File: config.mk
export PLATFORM = sky130hd
export DESIGN_NAME = sync_fifo_ctrl
export DESIGN_NICKNAME = d
export VERILOG_FILES = /design/src/rtl/sync_fifo_ctrl.sv
export SDC_FILE = /design/constraint.sdc
export NUM_CORES = 1
export LEC_CHECK = 0
export ABC_AREA = 1
export BUFFER_PORTS_ARGS = -buffer_cell sky130_fd_sc_hd__buf_2
export CORE_MARGIN = 1
export CORE_UTILIZATION = 50
export CTS_CLUSTER_SIZE = 20
export DETAILED_ROUTE_END_ITERATION = 12
export HOLD_SLACK_MARGIN = 0.02
export PLACE_DENSITY = 0.65
export SKIP_CTS_REPAIR_TIMING = 1
export SLEW_MARGIN = 25
export SYNTH_ARGS = -nofsm -noshare
export SYNTH_HDL_FRONTEND = slang
export SYNTH_SLANG_ARGS = --single-unit
File: constraint.sdc
create_clock -name clk -period 2.2 [get_ports clk]
set_input_delay 0.11 -clock clk [delete_from_list [all_inputs] [get_ports clk]]
set_output_delay 0.11 -clock clk [all_outputs]
set_load 0.01 [all_outputs]
File: src/rtl/sync_fifo_ctrl.sv
// sync_fifo_ctrl: single-clock FIFO with storage, occupancy count,
// almost-full/almost-empty thresholds and sticky overflow/underflow flags.
// Define SYNC_FIFO_FWFT_EN for first-word-fall-through reads; otherwise
// data_out is registered and updates on each accepted pop.
module sync_fifo_ctrl #(
  parameter int DATA_WIDTH = 8,
  parameter int ADDR_WIDTH = 6,
  parameter int AF_THRESH  = (1 << ADDR_WIDTH) - 4,
  parameter int AE_THRESH  = 4
) (
  input  logic                  clk,
  input  logic                  rst,
  input  logic                  wr_en,
  input  logic [DATA_WIDTH-1:0] data_in,
  input  logic                  rd_en,
  input  logic                  err_clr,
  output logic [DATA_WIDTH-1:0] data_out,
  output logic                  full,
  output logic                  empty,
  output logic                  almost_full,
  output logic                  almost_empty,
  output logic [ADDR_WIDTH:0]   count,
  output logic                  overflow,
  output logic                  underflow
);

  localparam int DEPTH = 1 << ADDR_WIDTH;
  localparam logic [ADDR_WIDTH:0] DEPTH_C = (ADDR_WIDTH + 1)'(DEPTH);
  localparam logic [ADDR_WIDTH:0] AF_C    = (ADDR_WIDTH + 1)'(AF_THRESH);
  localparam logic [ADDR_WIDTH:0] AE_C    = (ADDR_WIDTH + 1)'(AE_THRESH);

  logic [DATA_WIDTH-1:0] mem [DEPTH];
  logic [ADDR_WIDTH:0]   wptr;
  logic [ADDR_WIDTH:0]   rptr;
  logic                  wr_ok;
  logic                  rd_ok;

  // Accept decisions use this cycle's flags, before the edge
  always_comb begin
    wr_ok = wr_en & ~full;
    rd_ok = rd_en & ~empty;
  end

  // Flags decode from the count register so they move with count
  always_comb begin
    full         = (count == DEPTH_C);
    empty        = (count == '0);
    almost_full  = (count >= AF_C);
    almost_empty = (count <= AE_C);
  end

  // Pointers, occupancy and sticky error flags; a new error beats err_clr
  always_ff @(posedge clk) begin
    if (rst) begin
      wptr      <= '0;
      rptr      <= '0;
      count     <= '0;
      overflow  <= 1'b0;
      underflow <= 1'b0;
    end else begin
      if (wr_ok) wptr <= wptr + 1'b1;
      if (rd_ok) rptr <= rptr + 1'b1;
      if (wr_ok && !rd_ok)
        count <= count + 1'b1;
      else if (rd_ok && !wr_ok)
        count <= count - 1'b1;
      overflow  <= (wr_en & full)  | (overflow  & ~err_clr);
      underflow <= (rd_en & empty) | (underflow & ~err_clr);
    end
  end

  // Storage write; contents are deliberately not cleared by reset
  always_ff @(posedge clk) begin
    if (wr_ok) mem[wptr[ADDR_WIDTH-1:0]] <= data_in;
  end

`ifdef SYNC_FIFO_FWFT_EN
  // Head word presented combinationally; meaningless while empty
  always_comb begin
    data_out = mem[rptr[ADDR_WIDTH-1:0]];
  end
`else
  // Registered read: popped word appears after the edge and then holds
  always_ff @(posedge clk) begin
    if (rst)
      data_out <= '0;
    else if (rd_ok)
      data_out <= mem[rptr[ADDR_WIDTH-1:0]];
  end
`endif

endmodule
==> flow_metrics.py <==
metrics = {
    "clock_tree": {
        "cts_buffer_depth": 3,
        "clkSinkCount": 541,
        "clk_pin_slew_ns": 0.06,
        "clock-root-buffer": "clkbuf_16",
        "tritoncts": "built",
        "clk_latency_ns": 0.60,
        "cts_buffers": 55,
        "htreeDepth": 2,
    },
    "finish": {
        "drive_gt1_frac": 0.109,
        "final_util": 0.580,
        "num-fill-cells": 3782,
        "mostFrequentLayoutCells": "nand2_1 (660), edfxtp_1 (512), nand3_1 (283)",
        "multiInputGateArea_sq_um": 5800,
        "seqCellArea_sq_um": 16000,
        "final_cells": 2939,
        "diodes": 0,
        "nets": 2319,
        "final_common_cell": "nand2_1",
        "area_delta_synth_final_pct": 14.7,
    },
    "detailed_routing": {
        "drtPass1Iterations": 5,
        "wl_per_cell_um": 19.4,
        "vias": 15600,
        "first_iter_violations": 1556,
        "wirelength_um": 57000,
        "postRouteAntennaNets": 0,
        "drt-vias-per-instance": 5.32,
        "drcViolationCount": 0,
    },
    "placed_design": {
        "dpl.hpwl_um": 34700,
        "detailedPlace.worstSlack_ns": 0.0348,
        "port_buffers": 33,
        "globalplace.congestion": 0.920,
        "place_inst": 2831,
    },
    "global_routing": {
        "overflow": 0,
        "grt_pass1_vias": 15000,
        "grt_usage": 0.248,
        "antenna_found_initial": 0,
        "grt_max_degree": 82,
        "grt_pass1_wl_um": 87700,
    },
    "floorplanning": {
        "die-height_um": 216,
        "core.rowCount": 78,
        "core-area_sq_um": 45400,
        "die_x_um": 216,
        "start_util": 0.506,
        "io_pins": 34,
        "dieArea_sq_um": 46800,
    },
    "power": {
        "p_sw_frac": 0.295,
        "pwr-share-clk": 0.336,
        "p_per_area_nw_per_um2": 982,
        "p_switching_uw": 7630,
        "seq_power_share": 0.448,
        "p_comb_frac": 0.216,
        "ir_drop_mv": 0.708,
        "p_int_uw": 18200,
        "p_leak_uw": 0.0104,
    },
    "yosys": {
        "synth_fp_nets": 2212,
        "synthSimpleGateAreaFrac": 0.213,
        "synth_seq_cells": 541,
        "synth_top_family_by_area": "simple AND/OR/NAND/NOR gates",
        "synthAdderAreaFrac": 0.00523,
        "syn_avg_cell_area_sq_um": 10.5,
        "synth-compound-area-share": 0.0276,
        "synth_area_sq_um": 23000,
        "yosys-mux-area-fraction": 0,
        "ys_seq_area_frac": 0.695,
        "synth_xor_area_frac": 0.00229,
        "yosys_warnings": 0,
        "synth.distinct_cells": 29,
        "syn-instance-count": 2190,
    },
    "sta": {
        "maxSlewViolCount": 0,
        "setup_viol": 0,
        "fmax_mhz": 480,
        "tightest_slew_ns": 0.748,
        "fin_crit_ns": 2.08,
        "slew_headroom": 0.501,
        "fin_tns_setup_ns": 0,
        "fin_crit_sh": 0.947,
        "rsz0062_at_grt": "yes",
        "hold_violations": 0,
        "setup_slack_ns": 0.116,
        "finClkSkew_ns": 0.0279,
    },
    "hold_path": {
        "hp-class": "input pin to register",
        "min_path_cells": 4,
    },
    "run": {
        "drv_cap": 0,
    },
    "setup_path": {
        "critical_path_class": "register to register",
        "worstPathMaxFanout": 6,
        "required_ns": 2.74,
        "end_kind": "register",
        "cp-start-kind": "register",
        "rr_worst_depth": 11,
        "arrival_ns": 2.62,
    },
    "outcome": {
        "status": "complete, no violations",
    },
}
[metrics by stage]
stage | instance area, sq um | hold slack [ns] | power, uW
final | 26300 | 0.00536 | 25900
after global routing | 26300 | 0.0281 | 27000
after CTS | 26200 | -0.251 | 25800
after detailed placement | 24500 | 0.386 | 17200
after global placement | 24500 | 0.374 | 17200
after floorplan | 23000 | 0.209 | 15300
[per-layer routing]
metal | global-route usage | wire [um] | vias to the layer above
met5 | 0 | 0 | -
met4 | 0.0965 | 2090 | 0
met3 | 0.0449 | 4540 | 101
met2 | 0.393 | 26600 | 593
met1 | 0.341 | 23800 | 7444
li1 | - | - | 7505
[state kept, by name, indices dropped and copies added (netlist names)]
name,count
wptr,6
underflow,1
data_out,8
count,7
mem,512
overflow,1
rptr,6
[critical path, stage by stage, from the launching register on]
cell and delay [ns]:
dfxtp_2 0.33, nor2_4 0.13, nand3_4 0.10, o21ai_2 0.21, ha_4 0.20, inv_8 0.05, ha_2 0.37, a21oi_2 0.07
o211ai_1 0.21, xor2_1 0.17, nand2_1 0.06, a21oi_1 0.12
[logic make-up (layout without fill, tap and decap cells)]
kind of cell               Yosys count  count (layout)
AOI/OAI and AO/OA                  124             124
xor gates and xnor gates             6               6
adders and majority gates            9               9
buffers and inverters              312             461
DFF                                541             541
and+or+nand+nor                   1198            1198
[cell type report]
cell class	count	area share
Clock buffer	67	0.0540
Timing Repair Buffer	158	0.0526
Multi-Input combinational cell	1337	0.220
Tap cell	600	0.0285
Sequential cell	541	0.606
Inverter	204	0.0296
Clock inverter	32	0.00860
[cell usage after synthesis, drive strengths merged]
| cell | count | share of area |
|---|---|---|
| o41ai | 1 | 0.00038 |
| clkbuf | 28 | 0.0046 |
| xor2 | 5 | 0.0019 |
| buf | 80 | 0.019 |
| o211ai | 1 | 0.00033 |
| nor2 | 236 | 0.039 |
| a21oi | 50 | 0.011 |
| o21ai | 72 | 0.016 |
| xnor2 | 1 | 0.00038 |
| inv | 201 | 0.033 |
| nand2 | 661 | 0.11 |
| nand3 | 287 | 0.063 |
| clkinv | 3 | 0.00049 |
| ha | 8 | 0.0044 |
| nand4 | 6 | 0.0016 |
| nor3 | 6 | 0.0013 |
| fa | 1 | 0.00087 |
| dfxtp | 29 | 0.025 |
| nor3b | 1 | 0.00033 |
| edfxtp | 512 | 0.67 |
| nand3b | 1 | 0.00033 |
[power groups by stage]
stage / Combinational, uW / Sequential (uW) / Clock (uW)
after global placement: 5380 / 11800 / 0
after global routing: 6200 / 11600 / 9210
after detailed placement: 5420 / 11800 / 0
after floorplan: 3450 / 11800 / 0
after CTS: 5440 / 11600 / 8830
final: 5600 / 11600 / 8690
[path summary, 6_finish.rpt]
kind / from / to / slack, ns
setup / recovery: count[0] / count[6] / 0.12
hold / removal: rst / data_out[7] / 0.005
setup reg to reg: count[0] / count[6] / 0.12
hold reg to reg: wptr[3] / wptr[3] / 0.55
(Power assumes the default switching activity.)
